`src/rtl/vedic_seq_mult_ctrl_if.sv`:
```
// Handshake bundle for vedic_seq_mult_ctrl: operand input channel, product output channel,
// abort and busy status.
interface vedic_seq_mult_ctrl_if #(
  parameter int unsigned WIDTH = 8
) ();
  logic               in_valid;
  logic               in_ready;
  logic [WIDTH-1:0]   a;
  logic [WIDTH-1:0]   b;
  logic               abort;
  logic               out_valid;
  logic               out_ready;
  logic [2*WIDTH-1:0] p;
  logic               busy;

  modport master (
    output in_valid, a, b, abort, out_ready,
    input  in_ready, out_valid, p, busy
  );

  modport slave (
    input  in_valid, a, b, abort, out_ready,
    output in_ready, out_valid, p, busy
  );
endinterface

```
`src/rtl/vedic_seq_mult_ctrl.sv`:
```
// Sequential WIDTH x WIDTH unsigned multiplier: one 2x2 Vedic core is fed one digit pair per
// cycle and the shifted partial products are summed into a 2*WIDTH accumulator.

module vedic_2_x_2 (
  input  logic [1:0] a_i,
  input  logic [1:0] b_i,
  output logic [3:0] p_o
);
  logic t_lo, t_hi, t_cross, c1;

  always_comb begin
    t_lo    = a_i[1] & b_i[0];
    t_hi    = a_i[0] & b_i[1];
    t_cross = a_i[1] & b_i[1];
    c1      = t_lo & t_hi;
    p_o[0]  = a_i[0] & b_i[0];
    p_o[1]  = t_lo ^ t_hi;
    p_o[2]  = t_cross ^ c1;
    p_o[3]  = t_cross & c1;
  end
endmodule

module vedic_seq_mult_ctrl #(
  parameter int unsigned WIDTH = 8
) (
  input logic                 clk,
  input logic                 rst,
  vedic_seq_mult_ctrl_if.slave bus
);
  localparam int unsigned NDIG = WIDTH / 2;
  localparam int unsigned IdxW = (NDIG > 1) ? $clog2(NDIG) : 1;
  localparam int unsigned PW   = 2 * WIDTH;
  localparam logic [IdxW-1:0] LastIdx = IdxW'(NDIG - 1);

  if ((WIDTH % 2 != 0) || (WIDTH < 4)) begin : g_width_check
    $error("vedic_seq_mult_ctrl: WIDTH must be even and >= 4");
  end

  typedef enum logic [1:0] {StIdle, StRun, StDone} state_e;

  state_e            state_q, state_d;
  logic [WIDTH-1:0]  a_q, a_d, b_q, b_d;
  logic [IdxW-1:0]   i_q, i_d, j_q, j_d;
  logic [PW-1:0]     acc_q, acc_d;
  logic [PW-1:0]     p_q, p_d;
  logic              in_ready_q;

  logic [1:0]        dig_a, dig_b;
  logic [3:0]        pp;
  logic [PW-1:0]     pp_shifted;

  always_comb begin
    dig_a      = a_q[2*int'(i_q) +: 2];
    dig_b      = b_q[2*int'(j_q) +: 2];
    pp_shifted = {{(PW-4){1'b0}}, pp} << (2 * (int'(i_q) + int'(j_q)));
  end

  vedic_2_x_2 u_core (
    .a_i (dig_a),
    .b_i (dig_b),
    .p_o (pp)
  );

  always_ff @(posedge clk) begin
    if (rst) begin
      state_q    <= StIdle;
      a_q        <= '0;
      b_q        <= '0;
      i_q        <= '0;
      j_q        <= '0;
      acc_q      <= '0;
      p_q        <= '0;
      in_ready_q <= 1'b0;
    end else begin
      state_q    <= state_d;
      a_q        <= a_d;
      b_q        <= b_d;
      i_q        <= i_d;
      j_q        <= j_d;
      acc_q      <= acc_d;
      p_q        <= p_d;
      // in_ready is registered from the next state so it stays low throughout reset
      in_ready_q <= (state_d == StIdle);
    end
  end

  always_comb begin
    state_d = state_q;
    a_d     = a_q;
    b_d     = b_q;
    i_d     = i_q;
    j_d     = j_q;
    acc_d   = acc_q;
    p_d     = p_q;
    unique case (state_q)
      StIdle: begin
        if (!bus.abort && bus.in_valid) begin
          a_d     = bus.a;
          b_d     = bus.b;
          acc_d   = '0;
          i_d     = '0;
          j_d     = '0;
          state_d = StRun;
        end
      end
      StRun: begin
        if (bus.abort) begin
          acc_d   = '0;
          p_d     = '0;
          i_d     = '0;
          j_d     = '0;
          state_d = StIdle;
        end else begin
          acc_d = acc_q + pp_shifted;
          if (j_q == LastIdx) begin
            j_d = '0;
            i_d = i_q + 1'b1;
          end else begin
            j_d = j_q + 1'b1;
          end
          if ((i_q == LastIdx) && (j_q == LastIdx)) begin
            i_d     = '0;
            p_d     = acc_d;
            state_d = StDone;
          end
        end
      end
      StDone: begin
        if (bus.abort) begin
          acc_d   = '0;
          p_d     = '0;
          state_d = StIdle;
        end else if (bus.out_ready) begin
          state_d = StIdle;
        end
      end
      default: state_d = StIdle;
    endcase
  end

  always_comb begin
    bus.in_ready  = in_ready_q;
    bus.busy      = (state_q == StRun);
    bus.out_valid = (state_q == StDone);
    bus.p         = p_q;
  end
endmodule

```
`src/flat_wrapper.sv`:
```
// flat-port wrapper written by rule: the top's interface ports become plain ports
module vedic_seq_mult_ctrl_flat 
#(
  parameter int unsigned WIDTH = 8
)
  (clk, rst, bus_in_valid, bus_a, bus_b, bus_abort, bus_out_ready, bus_in_ready, bus_out_valid, bus_p, bus_busy);
  vedic_seq_mult_ctrl_if #(.WIDTH(WIDTH)) bus_i ();
  input logic clk;
  input logic rst;
  input wire logic [$bits(bus_i.in_valid)-1:0] bus_in_valid;
  input wire logic [$bits(bus_i.a)-1:0] bus_a;
  input wire logic [$bits(bus_i.b)-1:0] bus_b;
  input wire logic [$bits(bus_i.abort)-1:0] bus_abort;
  input wire logic [$bits(bus_i.out_ready)-1:0] bus_out_ready;
  output wire logic [$bits(bus_i.in_ready)-1:0] bus_in_ready;
  output wire logic [$bits(bus_i.out_valid)-1:0] bus_out_valid;
  output wire logic [$bits(bus_i.p)-1:0] bus_p;
  output wire logic [$bits(bus_i.busy)-1:0] bus_busy;
  assign bus_i.in_valid = bus_in_valid;
  assign bus_i.a = bus_a;
  assign bus_i.b = bus_b;
  assign bus_i.abort = bus_abort;
  assign bus_i.out_ready = bus_out_ready;
  assign bus_in_ready = bus_i.in_ready;
  assign bus_out_valid = bus_i.out_valid;
  assign bus_p = bus_i.p;
  assign bus_busy = bus_i.busy;
  vedic_seq_mult_ctrl #(.WIDTH(WIDTH)) u_core (.clk(clk), .rst(rst), .bus(bus_i));
endmodule
```
`config.mk`:
```
export PLATFORM = sky130hd
export DESIGN_NAME = vedic_seq_mult_ctrl_flat
export DESIGN_NICKNAME = d
export VERILOG_FILES = /design/src/rtl/vedic_seq_mult_ctrl_if.sv /design/src/rtl/vedic_seq_mult_ctrl.sv /design/src/flat_wrapper.sv
export SDC_FILE = /design/constraint.sdc
export NUM_CORES = 1
export LEC_CHECK = 0
export ABC_AREA = 1
export BUFFER_PORTS_ARGS = -buffer_cell sky130_fd_sc_hd__buf_2
export CAP_MARGIN = 20
export CORE_AREA = 3 3 94 96
export DETAILED_ROUTE_END_ITERATION = 10
export DIE_AREA = 0 0 97 99
export PLACE_DENSITY = 0.72
export SLEW_MARGIN = 20
export SYNTH_ARGS = -nofsm -noshare
export SYNTH_HDL_FRONTEND = slang
export SYNTH_HIERARCHICAL = 1
export SYNTH_SLANG_ARGS = --single-unit
export TNS_END_PERCENT = 100
```
`constraint.sdc`:
```
create_clock -name clk -period 9.4 [get_ports clk]
set_clock_uncertainty 0.15 [all_clocks]
set_input_delay 0.47 -clock clk [delete_from_list [all_inputs] [get_ports clk]]
set_output_delay 0.47 -clock clk [all_outputs]
set_load 0.01 [all_outputs]
```
-- Yosys cells after proc, flatten, opt, wreduce, memory -nomap -nowiden
Cells that the tools add are included.
W data, S select, Z words.
- output and inout bits: 19
- input bits: 21
- logic and storage cells: 65
- register bits: 55
- muxes and demuxes: 21
- bitwise logic cells: 8
- shift operators: 3
- $add $sub $neg: 4
- eq/ne operators: 8
- reductions and logical operators: 13
- operator list (operator ; number):
    $mux W16 ; 5
    $pmux W16 S3 ; 1
    $pmux W16 S2 ; 1
    $shl A4 B32 Y16 ; 1
    $mux W2 ; 11
    $add A16 B16 Y16 ; 1
    $shiftx A8 B4 Y2 ; 2
    $reduce_and A3 Y1 ; 3
    $pmux W2 S2 ; 2
    $and A1 B1 Y1 ; 6
    $eq A2 B2 Y1 const B ; 3
    $pmux W2 S3 ; 1
    $add A2 B1 Y2 const B ; 2
    $logic_not A2 Y1 ; 2
    $ne A4 B2 Y1 const B ; 1
    $reduce_and A2 Y1 ; 2
    $reduce_bool A2 Y1 ; 2
    $add A2 B2 Y3 ; 1
    $ne A3 B2 Y1 const B ; 1
    $reduce_bool A3 Y1 ; 1
    $eq A2 B1 Y1 const B ; 1
    $logic_and A1 B1 Y1 ; 2
    $ne A2 B1 Y1 const B ; 1
    $ne A2 B2 Y1 const B ; 1
    other kinds (2) ; 3

-- Longest topological paths before layout
- word-level depth: 9
- depth in mapped cells: 21
- gate-level depth less buffers: 21

-- Hierarchy
Netlist, hierarchy kept.
- modules (own cells, without submodules) (module ; cells an instance ; area an instance (µm²) ; instances ; sequential area each (µm²)):
    vedic_seq_mult_ctrl ; 515 ; 3422.0 ; 1 ; 1101.1
    vedic_2_x_2 ; 10 ; 55.1 ; 1 ; 0.0

-- Worst setup path after synthesis
No wires, ideal clock.
- path kind: reg2reg
- start point: register u_core.i_q[0]
- end point: register u_core.acc_q[8]
- period minus slack after synthesis: 3.013 ns
- cell stages (with the launch flop): 17
- arrival time: 2.731 ns
- data required time: 9.118 ns
- setup slack: 6.387 ns
- buffers on the path: 0
- library setup time: 0.132 ns
- path through: dfxtp_1 -> ha_1 -> inv_1 -> fa_1 -> inv_1 -> nor2_1 -> inv_1 -> nor2_1 -> inv_1 -> fa_1 -> inv_1 -> nand3_1 -> nand3_1 -> a21oi_1 -> or2_2 -> nand4_1 -> a21oi_1
- cells in the longest elaborated chain, start to end: 8
- elaborated cells on any way between the ends: 14
- classes of those cells: 2 x add/sub; 2 x shift; 2 x mux; 8 x bitwise
- RTL lines (element ; RTL line ; source):
    start: declaration ; vedic_seq_mult_ctrl.sv:43 ; logic [IdxW-1:0] i_q, i_d, j_q, j_d;
    start signal: assignment ; vedic_seq_mult_ctrl.sv:78 ; i_q <= i_d;
    $shiftx A8 B4 Y2 ; vedic_seq_mult_ctrl.sv:53 ; dig_a = a_q[2*int'(i_q) +: 2];
    $and A1 B1 Y1 (on tied branches) ; vedic_seq_mult_ctrl.sv:12, vedic_seq_mult_ctrl.sv:13 ;
    $and A1 B1 Y1 ; vedic_seq_mult_ctrl.sv:15 ; c1 = t_lo & t_hi;
    $xor A1 B1 Y1 / $and A1 B1 Y1 (equally long branches) ; vedic_seq_mult_ctrl.sv:18, vedic_seq_mult_ctrl.sv:19 ;
    $shl A4 B32 Y16 (*) ; vedic_seq_mult_ctrl.sv:55 ; pp_shifted = {{(PW-4){1'b0}}, pp} << (2 * (int'(i_q) + int'(j_q)));
    $add A16 B16 Y16 (*) ; vedic_seq_mult_ctrl.sv:114 ; acc_d = acc_q + pp_shifted;
    $mux W16 (*) ; vedic_seq_mult_ctrl.sv:107 ; if (bus.abort) begin
    $pmux W16 S3 (*) ; vedic_seq_mult_ctrl.sv:95 ; unique case (state_q)
    end signal: assignment ; vedic_seq_mult_ctrl.sv:71 ; acc_q <= '0;
    end signal: assignment ; vedic_seq_mult_ctrl.sv:80 ; acc_q <= acc_d;
    end: declaration ; vedic_seq_mult_ctrl.sv:44 ; logic [PW-1:0] acc_q, acc_d;
Every way passes the cells marked *; elsewhere a longest branch is shown, timed or not.
A chain may end at the register's enable or synchronous reset.

-- Worst setup path after layout
- start point: register u_core.i_q[0]
- end point: register u_core.p_q[13] (netlist: u_core/bus.p[13])
- cells in the longest elaborated chain, start to end: 9
- elaborated cells on any way between the ends: 19
- classes of those cells: 2 x add/sub; 2 x eq/ne; 2 x shift; 3 x mux; 8 x bitwise; 2 x reduce/logical
- RTL lines (element ; RTL line ; source):
    $shiftx A8 B4 Y2 (*) ; vedic_seq_mult_ctrl.sv:53 ;
    net u_core.dig_a[1] ; vedic_seq_mult_ctrl.sv:48 ; logic [1:0] dig_a, dig_b;
    $and A1 B1 Y1 ; vedic_seq_mult_ctrl.sv:12 ; t_lo = a_i[1] & b_i[0];
    $and A1 B1 Y1 ; vedic_seq_mult_ctrl.sv:15 ;
    $xor A1 B1 Y1 (*) ; vedic_seq_mult_ctrl.sv:18 ; p_o[2] = t_cross ^ c1;
    net u_core.pp[2] ; vedic_seq_mult_ctrl.sv:49 ; logic [3:0] pp;
    $shl A4 B32 Y16 (*) ; vedic_seq_mult_ctrl.sv:55 ;
    $add A16 B16 Y16 (*) ; vedic_seq_mult_ctrl.sv:114 ;
    $mux W16 (*) ; vedic_seq_mult_ctrl.sv:121 ; if ((i_q == LastIdx) && (j_q == LastIdx)) begin
    $mux W16 (*) ; vedic_seq_mult_ctrl.sv:107 ;
    $pmux W16 S2 (*) ; vedic_seq_mult_ctrl.sv:95 ;
    end signal: assignment ; vedic_seq_mult_ctrl.sv:81 ; p_q <= p_d;
    end: declaration ; vedic_seq_mult_ctrl.sv:45 ; logic [PW-1:0] p_q, p_d;
The timed path passes the listed nets; every way through them passes the cells marked *. The select of a mux whose other input is x is not followed.

==> results.sh <==
export IMPL_drive_above_1_share_pct=11.65
export IMPL_wl_per_cell_microns=12.89
export IMPL_grt_pass1_wl_microns=14810
export IMPL_gr_total_overflow=0
export IMPL_start_util_pct=42.75
export IMPL_ys_warn_count=6
export IMPL_grt_pass1_vias=3237
export IMPL_hold_end="u_core/a_q[1]$_SDFFE_PP0P_"
export IMPL_hold_start="bus_a[1]"
export IMPL_die_h_microns=99
export IMPL_netlist_area_sq_mm=0.003477
export IMPL_track_usage_pct=18.30
export IMPL_synth_flop_cell="dfxtp_1"
export IMPL_worstSetupPathType="flip-flop to flip-flop"
export IMPL_min_period_ps=3448
export IMPL_synth_edf_count=0
export IMPL_die_x_microns=97
export IMPL_tns_ps=0
export IMPL_io_pins=40
export IMPL_grt_max_degree=39
export IMPL_drv_cap=0
export IMPL_leakagePower_nw=1.882
export IMPL_fmax_ghz=0.2900
export IMPL_cts_tree="done"
export IMPL_crit_path_start_kind="flip-flop"
export IMPL_ys_async_sr_fraction_pct=0
export IMPL_slew_headroom_pct=52.89
export IMPL_yosys_cell_types_count=34
export IMPL_seq_area_frac_synth_pct=31.67
export IMPL_synth_net_count=572
export IMPL_via_count=3427
export IMPL_regArea_sq_mm=0.001101
export IMPL_drv_slew=0
export IMPL_syn_area_per_cell_sq_um=6.623
export IMPL_p_per_area_mw_per_mm2=124.5
export IMPL_synth_cells=525
export IMPL_drc=0
export IMPL_clk_pin_slew_ps=100
export IMPL_cts_buffers=5
export IMPL_worstPathArrival_ps=3460
export IMPL_r2r_start="u_core/i_q[0]$_SDFFE_PP0P_"
export IMPL_n_fill_cell=797
export IMPL_end_kind="flip-flop"
export IMPL_area_delta_synth_final_pct=10.80
export IMPL_rsz0062_at_grt="false"
export IMPL_fin_nets=604
export IMPL_cts_setup_buffers=0
export IMPL_core_area_sq_mm=0.008134
export IMPL_cts_sinks=55
export IMPL_reg2reg_depth=20
export IMPL_hold_viol=0
export IMPL_hold_path_class="input pin to flip-flop"
export IMPL_cp_max_fo=8
export IMPL_setup_viol=0
export IMPL_die_area_sq_mm=0.009603
export IMPL_outcome="completed"
export IMPL_clock_latency_ps=310
export IMPL_r2r_slack_ps=5950
export IMPL_period_share_pct=36.68
export IMPL_place_area_sq_mm=0.003731
export IMPL_cts_resized_gates=0
export IMPL_first_pass_iters=4
export IMPL_drt_vias_per_instance=5.169
export IMPL_ir_worst_vdd_mv=0.09369
export IMPL_drt_iter0_markers=185
export IMPL_cts_path_max_buffers=2
export IMPL_synth_seq_cells=55
export IMPL_design_area_sq_mm=0.003852
export IMPL_cp_required_ps=9410
export IMPL_antenna_found_initial=0
export IMPL_port_buffers=39
export IMPL_tightestPinTransition_ps=706.7
export IMPL_hold_buffers=0
export IMPL_drt_wl_total_microns=8545
export IMPL_num_rows=33
export IMPL_place_congestion=0.9235
export IMPL_cts_root_buffer="clkbuf_8"
export IMPL_r2r_end="u_core/bus.p[13]$_SDFFE_PP0P_"
export IMPL_place_hpwl_microns=6502
export IMPL_multi_input_area_sq_mm=0.002038
export IMPL_cts_htree_levels=2
export IMPL_holdPathStages=3
export IMPL_num_antenna_cells=0
export IMPL_drt_antenna_violating_nets=0
stage by stage:
stage               power, mW  setup WS (ps)  utilization, %  hold WS (ps)  std cells
CTS                    0.4858           6003           47.36         218.4        663
floorplan              0.2990           6387               -         298.8        525
finish                 0.4797           5952           47.36         224.5        663
global route           0.5042           5544           47.36         219.9        663
detailed placement     0.3172           6016           45.87         304.0        655
global placement       0.3152           6041           45.87         301.6        655
metal layers:
| metal | vias to the layer above | track usage, % | routed length (microns) |
|---|---|---|---|
| met1 | 1560 | 22.18 | 3790 |
| li1 | 1774 | - | - |
| met3 | 10 | 2.548 | 366 |
| met5 | - | 0 | 0 |
| met2 | 83 | 33.92 | 4262 |
| met4 | 0 | 4.752 | 125 |
cells by family (layout without fill, tap and decap cells):
logic type	after synthesis	after routing	synth area share (%)
compound gates	90	90	13.57
xor+xnor	1	1	0.2519
fa+ha+maj	26	26	9.788
buf+inv	84	117	9.716
flops	55	55	31.67
mux	1	1	0.2879
simple gates	268	268	34.72
cell usage in the layout (no fill, tap or decap):
| cell | n |
|---|---|
| xnor2_1 | 1 |
| nor2_1 | 70 |
| clkbuf_8 | 6 |
| nor3_1 | 8 |
| nor2_4 | 2 |
| ha_1 | 24 |
| nand4_1 | 24 |
| and3_1 | 1 |
| nand3b_1 | 2 |
| nand3_1 | 12 |
| inv_4 | 1 |
| o21ai_0 | 28 |
| mux2i_1 | 1 |
| nand3_4 | 1 |
| buf_2 | 39 |
| a21oi_1 | 47 |
| or2_2 | 2 |
| o21ai_2 | 1 |
| a31oi_1 | 4 |
| dfxtp_1 | 55 |
| nand2_1 | 134 |
| nor2_8 | 1 |
| o22ai_1 | 6 |
| a211oi_1 | 2 |
| bufinv_16 | 1 |
| o21ai_1 | 2 |
| inv_6 | 1 |
| inv_2 | 3 |
| nand3_2 | 1 |
| nand2_2 | 1 |
| inv_1 | 66 |
| or2_1 | 4 |
| nand2_4 | 5 |
| fa_1 | 2 |
final cells by class:
class	count	area share, %
clock buffer	6	2.144
clock inverter	2	1.007
sequential	55	28.58
tap	105	3.410
inverter	70	6.885
timing repair buffer	39	5.067
multi-input combinational	386	52.91
registers in the layout, summed over array words and instances (netlist names):
register,cells
u_core/a_q,8
u_core/acc_q,16
u_core/b_q,8
u_core/bus.in_ready,1
u_core/bus.p,16
u_core/i_q,2
u_core/j_q,2
u_core/state_q,2
synth_stat cells (6+ instances only):
| library cell | number | area (sq um) |
|---|---|---|
| dfxtp_1 | 55 | 1101 |
| nor2_1 | 70 | 262.8 |
| inv_1 | 66 | 247.7 |
| nand3_1 | 12 | 60.06 |
| nor3_1 | 8 | 40.04 |
| nand2_1 | 134 | 503.0 |
| ha_1 | 24 | 300.3 |
| a21oi_1 | 47 | 235.2 |
| clkbuf_1 | 7 | 26.28 |
| o22ai_1 | 6 | 37.54 |
| o21ai_0 | 28 | 140.1 |
| nand4_1 | 24 | 150.1 |
worst max-delay path, cell delays in order, from the launching register on:
cell and delay (ps):
dfxtp_1 470, inv_1 140, o21ai_0 170, o22ai_1 100, nand2_1 70, inv_1 40
ha_1 190, ha_1 290, nand2_1 90, nor2_1 40, a31oi_1 220, nor2_1 100
ha_1 350, nand2_1 190, inv_1 60, nand2_1 70, nand2_1 50, a21oi_1 190
nand3_1 130, nand4_1 120, a21oi_1 70
power breakdown:
| group | internal (mW) | leakage [nW] | total [mW] | switching, mW |
|---|---|---|---|---|
| combinational | 0.0205 | 1.37 | 0.0664 | 0.0459 |
| sequential | 0.240 | 0.447 | 0.246 | 0.00528 |
| clock | 0.0877 | 0.0618 | 0.168 | 0.0799 |
worst max-delay path by stage:
stage / start / to / slack (ps)
2_1_floorplan: u_core/i_q[0]$_SDFFE_PP0P_ / u_core/acc_q[8]$_SDFFE_PP0P_ / 6390
3_3_place_gp: u_core/j_q[0]$_SDFFE_PP0P_ / u_core/bus.p[13]$_SDFFE_PP0P_ / 6040
3_5_place_dp: u_core/j_q[0]$_SDFFE_PP0P_ / u_core/acc_q[8]$_SDFFE_PP0P_ / 6020
4_1_cts: u_core/i_q[0]$_SDFFE_PP0P_ / u_core/bus.p[13]$_SDFFE_PP0P_ / 6000
5_1_grt: u_core/j_q[0]$_SDFFE_PP0P_ / u_core/acc_q[14]$_SDFFE_PP0P_ / 5540
6_report: u_core/i_q[0]$_SDFFE_PP0P_ / u_core/bus.p[13]$_SDFFE_PP0P_ / 5950
Power figures use the tool's default switching activity.
